--- src/rtl/exc_pkg.sv ---
// Shared types and constants for the exception controller slice.
package exc_pkg;

    typedef enum logic [1:0] {
        IDLE     = 2'd0,
        FLUSH    = 2'd1,
        REDIRECT = 2'd2,
        HANDLER  = 2'd3
    } exc_state_t;

    localparam int unsigned CAUSE_PC       = 0;
    localparam int unsigned CAUSE_REG      = 1;
    localparam int unsigned CAUSE_OVF      = 2;
    localparam int unsigned CAUSE_MISALIGN = 3;
    localparam int unsigned CAUSE_DIV0     = 4;

    localparam logic [31:0] DEFAULT_VECTOR_ADDR = 32'h0000_0080;

endpackage

--- src/rtl/exc_prio_enc.sv ---
// Lowest-index-wins priority encoder over the unmasked exception requests.
module exc_prio_enc #(
    parameter int unsigned NUM_SRC = 8,
    parameter int unsigned CAUSE_W = $clog2(NUM_SRC)
) (
    input  logic [NUM_SRC-1:0] pending,
    output logic [CAUSE_W-1:0] sel,
    output logic               hit
);

    // Scan from the top so the lowest set index is the last assignment.
    always_comb begin
        hit = |pending;
        sel = '0;
        for (int i = NUM_SRC - 1; i >= 0; i--) begin
            if (pending[i]) begin
                sel = CAUSE_W'(i);
            end
        end
    end

endmodule

--- src/rtl/exception_ctrl.sv ---
// Exception controller: gates commit, captures EPC/cause, sequences
// flush and redirect into the handler, and returns on eret.
module exception_ctrl
    import exc_pkg::*;
#(
    parameter int unsigned NUM_SRC     = 8,
    parameter int unsigned ADDR_W      = 32,
    parameter int unsigned CAUSE_W     = $clog2(NUM_SRC),
    parameter logic [ADDR_W-1:0] VECTOR_ADDR = ADDR_W'(DEFAULT_VECTOR_ADDR),
    parameter int unsigned CNT_W       = 8
) (
    input  logic               clk,
    input  logic               rst,
    input  logic [NUM_SRC-1:0] exc_req,
    input  logic [NUM_SRC-1:0] exc_mask,
    input  logic [ADDR_W-1:0]  pc_in,
    input  logic               mem_write_in,
    input  logic               mem_2_reg_in,
    input  logic               eret,
    input  logic               clear_fault,
    output logic               enable,
    output logic               mem_write_out,
    output logic               mem_2_reg_out,
    output logic               flush,
    output logic               pc_redirect,
    output logic [ADDR_W-1:0]  redirect_addr,
    output logic [ADDR_W-1:0]  epc,
    output logic [CAUSE_W-1:0] cause,
    output logic               cause_valid,
    output logic               double_fault,
    output logic               busy,
    output logic [CNT_W-1:0]   exc_count
);

    exc_state_t         state;
    exc_state_t         state_nxt;
    logic [NUM_SRC-1:0] pending;
    logic [CAUSE_W-1:0] sel;
    logic               hit;
    logic               accept;
    logic               nested;
    logic               ret;
    logic               suppress;

    assign pending = exc_req & ~exc_mask;

    exc_prio_enc #(
        .NUM_SRC (NUM_SRC),
        .CAUSE_W (CAUSE_W)
    ) u_prio_enc (
        .pending (pending),
        .sel     (sel),
        .hit     (hit)
    );

    assign accept = (state == IDLE) && hit;
    assign nested = (state == HANDLER) && hit;
    assign ret    = (state == HANDLER) && eret;

    always_ff @(posedge clk or posedge rst) begin
        if (rst) begin
            state <= IDLE;
        end else begin
            state <= state_nxt;
        end
    end

    always_comb begin
        state_nxt = state;
        case (state)
            IDLE:     if (hit) state_nxt = FLUSH;
            FLUSH:    state_nxt = REDIRECT;
            REDIRECT: state_nxt = HANDLER;
            HANDLER:  if (eret) state_nxt = IDLE;
            default:  state_nxt = IDLE;
        endcase
    end

    // Commit gating and redirect strobes; reset forces everything quiet.
    always_comb begin
        suppress      = hit || (state == FLUSH) || (state == REDIRECT);
        enable        = 1'b0;
        mem_write_out = 1'b0;
        mem_2_reg_out = 1'b0;
        flush         = 1'b0;
        pc_redirect   = 1'b0;
        redirect_addr = '0;
        busy          = (state != IDLE);
        if (!rst) begin
            enable        = ~suppress;
            mem_write_out = ~suppress & mem_write_in;
            mem_2_reg_out = ~suppress & mem_2_reg_in;
            flush         = (state == FLUSH);
            if (state == REDIRECT) begin
                pc_redirect   = 1'b1;
                redirect_addr = VECTOR_ADDR;
            end else if (ret) begin
                pc_redirect   = 1'b1;
                redirect_addr = epc + ADDR_W'(4);
            end
        end
    end

    always_ff @(posedge clk or posedge rst) begin
        if (rst) begin
            epc          <= '0;
            cause        <= '0;
            cause_valid  <= 1'b0;
            double_fault <= 1'b0;
            exc_count    <= '0;
        end else begin
            if (accept) begin
                epc         <= pc_in;
                cause       <= sel;
                cause_valid <= 1'b1;
                if (exc_count != '1) begin
                    exc_count <= exc_count + CNT_W'(1);
                end
            end else if (ret) begin
                cause_valid <= 1'b0;
            end
            // A nested fault outranks a coincident clear.
            if (nested) begin
                double_fault <= 1'b1;
            end else if (clear_fault) begin
                double_fault <= 1'b0;
            end
        end
    end

endmodule

--- config.mk ---
export PLATFORM = sky130hd
export DESIGN_NAME = exception_ctrl
export DESIGN_NICKNAME = d
export VERILOG_FILES = /design/src/rtl/exc_pkg.sv /design/src/rtl/exc_prio_enc.sv /design/src/rtl/exception_ctrl.sv
export SDC_FILE = /design/constraint.sdc
export NUM_CORES = 1
export LEC_CHECK = 0
export CAP_MARGIN = 10
export CORE_AREA = 2 2 87 89
export CTS_CLUSTER_SIZE = 12
export DETAILED_ROUTE_END_ITERATION = 7
export DIE_AREA = 0 0 89 91
export PLACE_DENSITY = 0.79
export SLEW_MARGIN = 20
export SYNTH_ARGS = -nofsm -noshare
export SYNTH_HDL_FRONTEND = slang
export SYNTH_SLANG_ARGS = --single-unit
--- constraint.sdc ---
create_clock -name clk -period 2.93 [get_ports clk]
set_input_delay 0.586 -clock clk [delete_from_list [all_inputs] [get_ports clk]]
set_output_delay 0.586 -clock clk [all_outputs]
set_load 0.02 [all_outputs]
## Word-level counts from Yosys, hierarchy flattened

Cells that the tools add are included.

| cells by class | value |
|---|---|
| add/subtract/negate cells | 2 |
| eq/ne operators | 6 |
| mux-type cells | 25 |
| bitwise operators | 5 |
| reduce and logical (&&, ||, !) cells | 12 |

Operator list:

| cell | count |
|---|---|
| 32-bit 2-to-1 mux | 3 |
| 32-bit by 3-bit adder with 32-bit output, second input constant | 1 |
| 3-bit 2-to-1 mux | 8 |
| 1-bit 2-to-1 mux | 11 |
| 8-bit by 1-bit adder with 8-bit output, second input constant | 1 |
| 8-bit AND | 1 |
| 8-bit != test, second input constant | 1 |
| 8-bit inverter | 1 |
| 2-bit one-hot mux with 4 select lines | 1 |
| 8-bit OR reduction | 1 |
| 2-bit nonzero test | 3 |
| 2-bit == test, second input constant | 2 |
| 2-bit 2-to-1 mux | 2 |
| 2-bit != test, second input constant | 2 |
| 2-bit AND reduction | 2 |
| 1-bit logical AND | 3 |
| 1-bit AND | 2 |
| 2-bit by 1-bit == test with 1-bit output, second input constant | 1 |
| 2-bit zero test | 1 |
| 1-bit logical OR | 2 |
| 1-bit inverter | 1 |

| storage, ports and cells | value |
|---|---|
| register bits | 47 |
| input bits | 54 |
| output and inout bits | 83 |
| logic and storage cells | 56 |

## Logic depth before layout (Yosys ltp)

Gate-level depths: netlist of run 1.

| depth | value |
|---|---|
| depth in word-level cells | 10 |
| depth in mapped cells | 8 |
| mapped depth without buffers | 6 |

## Modules after synthesis

Synthesis of run 1 repeated with hierarchy kept, for this count alone.

| second synthesis, totals | value |
|---|---|
| cell total of the unflattened synthesis | 284 |
| area, all modules | 2880.3 µm² |

By module, submodules not included:

| module | instances | cells an instance | area each (µm²) | sequential area each (µm²) |
|---|---|---|---|---|
| exception_ctrl | 1 | 271 | 2798.9 | 1176.1 |
| exc_prio_enc | 1 | 13 | 81.3 | 0.0 |

## Worst setup path after synthesis of run 1

OpenSTA, ideal clock, no wires.

| timing | value |
|---|---|
| kind | input -> output |
| from | in exc_req[3] |
| to | out mem_2_reg_out |
| arrival time | 2.223 ns |
| path slack | 0.121 ns |
| stages on the path | 6 |
| path through | nor2b_4 > or4_4 > buf_6 > or2_1 > nor4_4 > and2_1 |

| between the ends | value |
|---|---|
| longest elaborated chain between the ends | 7 |

Ends and longest elaborated chain:

| element | line | source |
|---|---|---|
| start, declared | exception_ctrl.sv:14 | `input logic [NUM_SRC-1:0] exc_req,` |
| 8-bit AND | exception_ctrl.sv:45 | `assign pending = exc_req & ~exc_mask;` |
| 8-bit OR reduction | exc_prio_enc.sv:13 | `hit = \|pending;` |
| 1-bit logical OR (2 in a row) | exception_ctrl.sv:81 | `suppress = hit \|\| (state == FLUSH) \|\| (state == REDIRECT);` |
| 1-bit inverter | exception_ctrl.sv:92 | `mem_2_reg_out = ~suppress & mem_2_reg_in;` |
| 1-bit AND | exception_ctrl.sv:92 |  |
| 1-bit 2-to-1 mux | exception_ctrl.sv:89 | `if (!rst) begin` |
| end, declared | exception_ctrl.sv:23 | `output logic mem_2_reg_out,` |

Every way passes these cells.

## Final worst setup path of run 1

| timing | value |
|---|---|
| from | in eret |
| to | out redirect_addr[31] |

| between the ends | value |
|---|---|
| longest elaborated chain between the ends | 4 |

Ends and longest elaborated chain:

| element | line | source |
|---|---|---|
| start, declared | exception_ctrl.sv:19 | `input logic eret,` |
| 1-bit logical AND | exception_ctrl.sv:58 | `assign ret = (state == HANDLER) && eret;` |
| 32-bit 2-to-1 mux | exception_ctrl.sv:97 | `end else if (ret) begin` |
| 32-bit 2-to-1 mux | exception_ctrl.sv:94 | `if (state == REDIRECT) begin` |
| 32-bit 2-to-1 mux | exception_ctrl.sv:89 |  |
| end, declared | exception_ctrl.sv:26 | `output logic [ADDR_W-1:0] redirect_addr,` |

Every way passes these cells.

==> results.toml, run 1 <==
[global_routing]
grt_usage = 0.210
grt-ovfl-total = 0
grt_pass1_vias = 2877
grt_pass1_wl_mm = 13.5
grt_start_max_net_pins = 48
antenna_found_initial = 0

[clock_tree]
cts_tree = "done"
clk_latency_ns = 0.30
cts_buffers = 5
cts_max_level = 2
clkTransAtPathRegs_ns = 0.08
cts.sinks = 47
clockBufferDepth = 2
postCtsHoldBufs = 0
clockRootBuffer = "clkbuf_8"

[synth]
syn_inst = 354
synth_edf_count = 0
async_reset_ff_frac = 1.00
synth_top_family_by_area = "simple AND/OR/NAND/NOR gates"
synth.most_common_cell = "nand2_1"
muxShareOfSynthArea = 0.0118
synth_fp_nets = 414
syn_area_per_cell_um2 = 8.10
synthAdderAreaFrac = 0.0262
yosysWarningCount = 0
post-synth-top-area-cell = "dfrtp_1"
ys_seq_area_frac = 0.410
synth_top_area_frac = 0.410
synthTopCellsByArea = "dfrtp_1, nand2_1, xor2_1"
synth_compound_area_frac = 0.0541
ys_top_cells_by_count = "nand2_1, dfrtp_1, nor2_1, xor2_1, nand4_1"
yosys.area_share.simple = 0.362
synth.distinct_cells = 40
ys_seq_elements = 47
synthXorXnorAreaFrac = 0.0916
synth_area_um2 = 2870
synth_ff_type = "dfrtp_1"

[hold_path]
hp-start = "exc_count[5]$_DFFE_PP0P_"
whs_path_depth = 1
holdPathEnd = "exc_count[5]$_DFFE_PP0P_"
hp-class = "reg2reg"

[sta]
fin_skew_ns = 0.00793
rsz0062_at_grt = "no"
post-route-period-util = 0.970
worstMarginPinSlew_ns = 0.622
hold_viol_final = 0
slew_headroom = 0.585
min_period_ns = 2.84
setup_tns_ns = 0
drv_slew = 0
achievable-frequency_mhz = 352
setup_ws_ns = 0.0879
setup_viol = 0

[floorplanning]
die_x_um = 89
die-area_um2 = 8100
die_h_um = 91
start_util = 0.402
coreArea_um2 = 7140
rows = 31
io_pins = 137

[drt]
viasPerCell = 4.96
drt-total-wl_mm = 8.54
postRouteAntennaNets = 0
drtPass1Iterations = 4
drc = 0
vias = 3046
routedWlPerCell_um = 13.9
drt_iter0_drc = 95

[critical_path]
r2r-start = "state[0]$_DFFE_PP0P_"
worstReg2RegEnd = "exc_count[7]$_DFFE_PP0P_"
crit_start = "eret"
worstPathArrival_ns = 2.26
r2r.worst_path.cells = 5
worst_setup_path_end_kind = "primary output"
cp_data_required_time_ns = 2.34
path_max_fanout = 31
cp-start-kind = "primary input"
ff2ff_setup_slack_ns = 1.26
path_class = "in2out"

[place]
gp_congestion = 0.866
dpl.hpwl_mm = 6.37
placed_cells = 601
port_buffers = 136
post-place-ws_ns = -0.613

[pwr]
p_per_area_nw_per_um2 = 904
ir_drop_uv = 493
leakage_nw = 2.19

[final_layout]
antennaDiodeCount = 0
nets = 574
drive_gt1_frac = 0.140
fin_cells = 614
utilization = 0.653
area_growth_pct = 62.5

[run]
max_cap_viol_count = 0

[run_status]
status = "complete, no violations"
-- cell type report --
class / instances / area (µm²)
Timing Repair Buffer: 170 / 1560
Multi-Input combinational cell: 281 / 1660
Fill cell: 637 / 2470
Sequential cell: 47 / 1180
Inverter: 9 / 33.8
Clock buffer: 8 / 100
Tap cell: 99 / 124
-- critical path, stage by stage --
cell and delay, ns:
clkdlybuf4s50_1 0.48, nand2_1 0.08, or3_1 0.36, buf_12 0.19
o21ba_2 0.23, dlygate4sd2_1 0.32
-- per-stage QoR --
step	hold WS [ns]	total power [mW]	instance area, µm²
2_1_floorplan	0.528	2.62	2870
3_3_place_gp	0.480	3.71	4490
3_5_place_dp	0.487	3.77	4490
4_1_cts	0.505	4.22	4630
5_1_grt	0.528	4.52	4660
6_report	0.497	4.22	4660
-- registers in the layout (all words and copies together), names as in the netlist --
signal,flops
epc,32
exc_count,8
cause,3
state,2
cause_valid,1
double_fault,1
-- layout by cell type (no fill, tap or decap), types with 3 or more instances in the layout --
master           count
o21ai_0              5
nand4_1             15
nor2b_4              8
a21oi_1              8
xor2_1              20
nand3_1             12
nor2b_1              4
nor3_1               5
ha_1                 5
dlygate4sd2_1       43
or3_1                4
and4_1               4
nand2_1            106
inv_1                8
nor2_1              38
clkdlybuf4s50_1     86
and3_1               3
clkbuf_8             7
dfrtp_1             46
and2_1               4
xnor2_1             10
buf_4               33
nand2b_1             3
-- power by group --
| group | switching, mW | internal (mW) | leakage [nW] |
|---|---|---|---|
| clock network | 0.216 | 0.216 | 0.0515 |
| registers | 0.362 | 0.961 | 0.577 |
| logic | 1.31 | 1.15 | 1.56 |
-- kinds of logic after synthesis --
logic type | count (synthesis)
AO/OA/AOI/OAI | 23
buffers and inverters | 26
flip-flops | 47
XOR/XNOR | 30
AND/OR/NAND/NOR | 219
adder cells (fa/ha/maj) | 6
multiplexers | 3
-- worst max path at each step --
stage | end | slack [ns]
floorplan | mem_2_reg_out | 0.12
global placement | mem_write_out | -0.54
detailed placement | mem_write_out | -0.61
CTS | mem_write_out | -0.009
global route | redirect_addr[31] | 0.02
finish | redirect_addr[31] | 0.09
-- what timing repair did --
action	in CTS	in global routing
resized for setup	84	9
pin swaps	6	3
cloned	0	0
setup endpoints to repair	34	6
buffers inserted	2	3
-- layer usage --
metal / up-vias / track usage / wire, µm
li1: 1485 / - / -
met1: 1419 / 0.245 / 3370
met2: 130 / 0.367 / 4290
met3: 12 / 0.0664 / 729
met4: 0 / 0.0560 / 149
met5: - / 0 / 0
No activity file was read; power rests on OpenSTA's default activity.
==> run 2: changes to the inputs <==
==> constraint.sdc (replaced) <==
create_clock -name clk -period 3.1 [get_ports clk]
set_input_delay 0.62 -clock clk [delete_from_list [all_inputs] [get_ports clk]]
set_output_delay 0.62 -clock clk [all_outputs]
set_load 0.02 [all_outputs]
==> run 2 against run 1 <==
Compared with the run above: setup slack got worse by 0.046 ns; clock skew fell by 0.0020 ns; count of clock-buffer cells in the layout did not move; via count rose by 0.39%; largest cell class is now buffers; critical endpoint is now redirect_addr[6]; clock power fell by 5.3%; utilization rose by 1.4 points; cell count fell by 0.98%; register-to-register slack improved by 0.10 ns; flip-flop and latch count did not move.
==> results.toml, run 2 (same netlist as run 1, synthesis figures left out) <==
[run_status]
status = "complete, no violations"

[place]
port_buffers = 136
gp_congestion = 0.847
dpl.hpwl_mm = 6.43

[sta]
drv_slew = 0
setup_viol = 0
worstMarginPinSlew_ns = 0.410
setup_tns_ns = 0
achievable-frequency_mhz = 327
rsz0062_at_grt = "no"
hold_viol_final = 0
min_period_ns = 3.06
fin_skew_ns = 0.00589
slew_headroom = 0.727
post-route-period-util = 0.986

[pwr]
ir_drop_uv = 480
leakage_nw = 2.55
power_mw = 3.97
p_per_area_nw_per_um2 = 835

[clock_tree]
clockRootBuffer = "clkbuf_8"
clk_latency_ns = 0.30
clockBufferDepth = 2
cts_max_level = 2
clkTransAtPathRegs_ns = 0.08
cts.sinks = 47
postCtsHoldBufs = 0
cts_tree = "done"
cts_buffers = 5

[final_layout]
area_growth_pct = 65.9
antennaDiodeCount = 0
largest_reg_flops = 32
drive_gt1_frac = 0.126
largestRegisters = "epc (32), exc_count (8), cause (3)"
top_register = "epc"
nets = 568
final_common_cell = "nand2_1"
layout_common_cells = "nand2_1, clkdlybuf4s50_1, dfrtp_1, nor2_1, dlymetal6s2s_1"

[critical_path]
worstPathArrival_ns = 2.44
r2r-start = "state[0]$_DFFE_PP0P_"
path_max_fanout = 31
cp_data_required_time_ns = 2.48
cpMostUsedCell = "clkdlybuf4s50_1"
path_cells = "clkdlybuf4s50_1, nand2_1, or3_1, buf_12, nor2_1, clkdlybuf4s50_1"
cp-start-kind = "primary input"
critPathSlowestCell = "clkdlybuf4s50_1"
critPathTopFamily = "buffers and inverters"
cpPeakStageDelay_ns = 0.60
worst_setup_path_end_kind = "primary output"
crit_start = "eret"
cp.buffers_inverters = 3
path_class = "in2out"

[drt]
routedWlPerCell_um = 14.7
wl_met2_mm = 4.49
drtPass1Iterations = 4
route.met3.wl_um = 673
viasPerCell = 5.03
vias = 3058
wl_met1_mm = 3.60
postRouteAntennaNets = 0
highest_layer = "met4"
drt-total-wl_mm = 8.91
drc = 0
drt_iter0_drc = 123

[floorplanning]
io_pins = 137
rows = 31
die_x_um = 89
coreArea_um2 = 7140
die-area_um2 = 8100
die_h_um = 91
start_util = 0.402

[global_routing]
grt_start_max_net_pins = 32
grt_pass1_wl_mm = 13.7
antenna_found_initial = 0
grt_usage = 0.213
grt_pass1_vias = 2856
grt-ovfl-total = 0

[hold_path]
hp-start = "exc_count[5]$_DFFE_PP0P_"
hp-class = "reg2reg"

[run]
max_cap_viol_count = 0
==> run 2: cell count changes in the layout (fill, tap and decap cells not counted), moves of 2 or more <==
cell             change
buf_4                -5
clkbuf_2             -2
clkdlybuf4s15_1      -2
clkdlybuf4s50_1      +6
dlygate4sd2_1       -39
dlymetal6s2s_1      +37
==> run 2: area by class of cell <==
cell class,count,area [µm²]
repair buffers,164,1670
flip-flops and latches,47,1180
inverters,9,33.8
clock buffers,8,100
multi-input cells,281,1650
fillers,613,2380
well taps,99,124
==> run 2: per-layer routing <==
metal,vias up,global-route usage
li1,1470,-
met1,1450,0.260
met2,126,0.364
met3,12,0.0527
met4,0,0.0672
met5,-,0
==> run 2: timing repair <==
| item | 4_1_cts | 5_1_grt |
|---|---|---|
| endpoints found under the setup margin | 16 | 24 |
| setup buffers | 2 | 0 |
| pin swaps | 1 | 4 |
| gates resized for setup | 24 | 54 |
==> run 2: metrics by stage <==
step | util | hold slack (ns) | std cells | instance area [µm²] | setup WS [ns]
2_1_floorplan | - | 0.528 | 354 | 2870 | 0.223
3_3_place_gp | 0.626 | 0.479 | 598 | 4470 | -0.434
3_5_place_dp | 0.626 | 0.486 | 598 | 4470 | -0.483
4_1_cts | 0.645 | 0.510 | 608 | 4610 | 0.00161
5_1_grt | 0.667 | 0.525 | 608 | 4760 | 0.00209
6_report | 0.667 | 0.514 | 608 | 4760 | 0.0421
==> run 2: worst paths after layout <==
kind | end | slack (ns) | cells past startpoint
worst max-delay path | redirect_addr[6] | 0.04 | 6
worst min-delay path | exc_count[5]$_DFFE_PP0P_ | 0.51 | 1
worst max register to register | exc_count[6]$_DFFE_PP0P_ | 1.36 | 6
worst min register to register | exc_count[5]$_DFFE_PP0P_ | 0.51 | 1
max in group asynchronous | epc[5]$_DFFE_PP0P_ | 1.58 | 4
min in group asynchronous | state[1]$_DFFE_PP0P_ | 0.77 | 3
==> run 2: report_power, final <==
group | switching [mW] | internal [mW] | total [mW]
combinational | 1.22 | 1.08 | 2.30
clock | 0.204 | 0.204 | 0.408
sequential | 0.360 | 0.908 | 1.27
total | 1.79 | 2.19 | 3.97
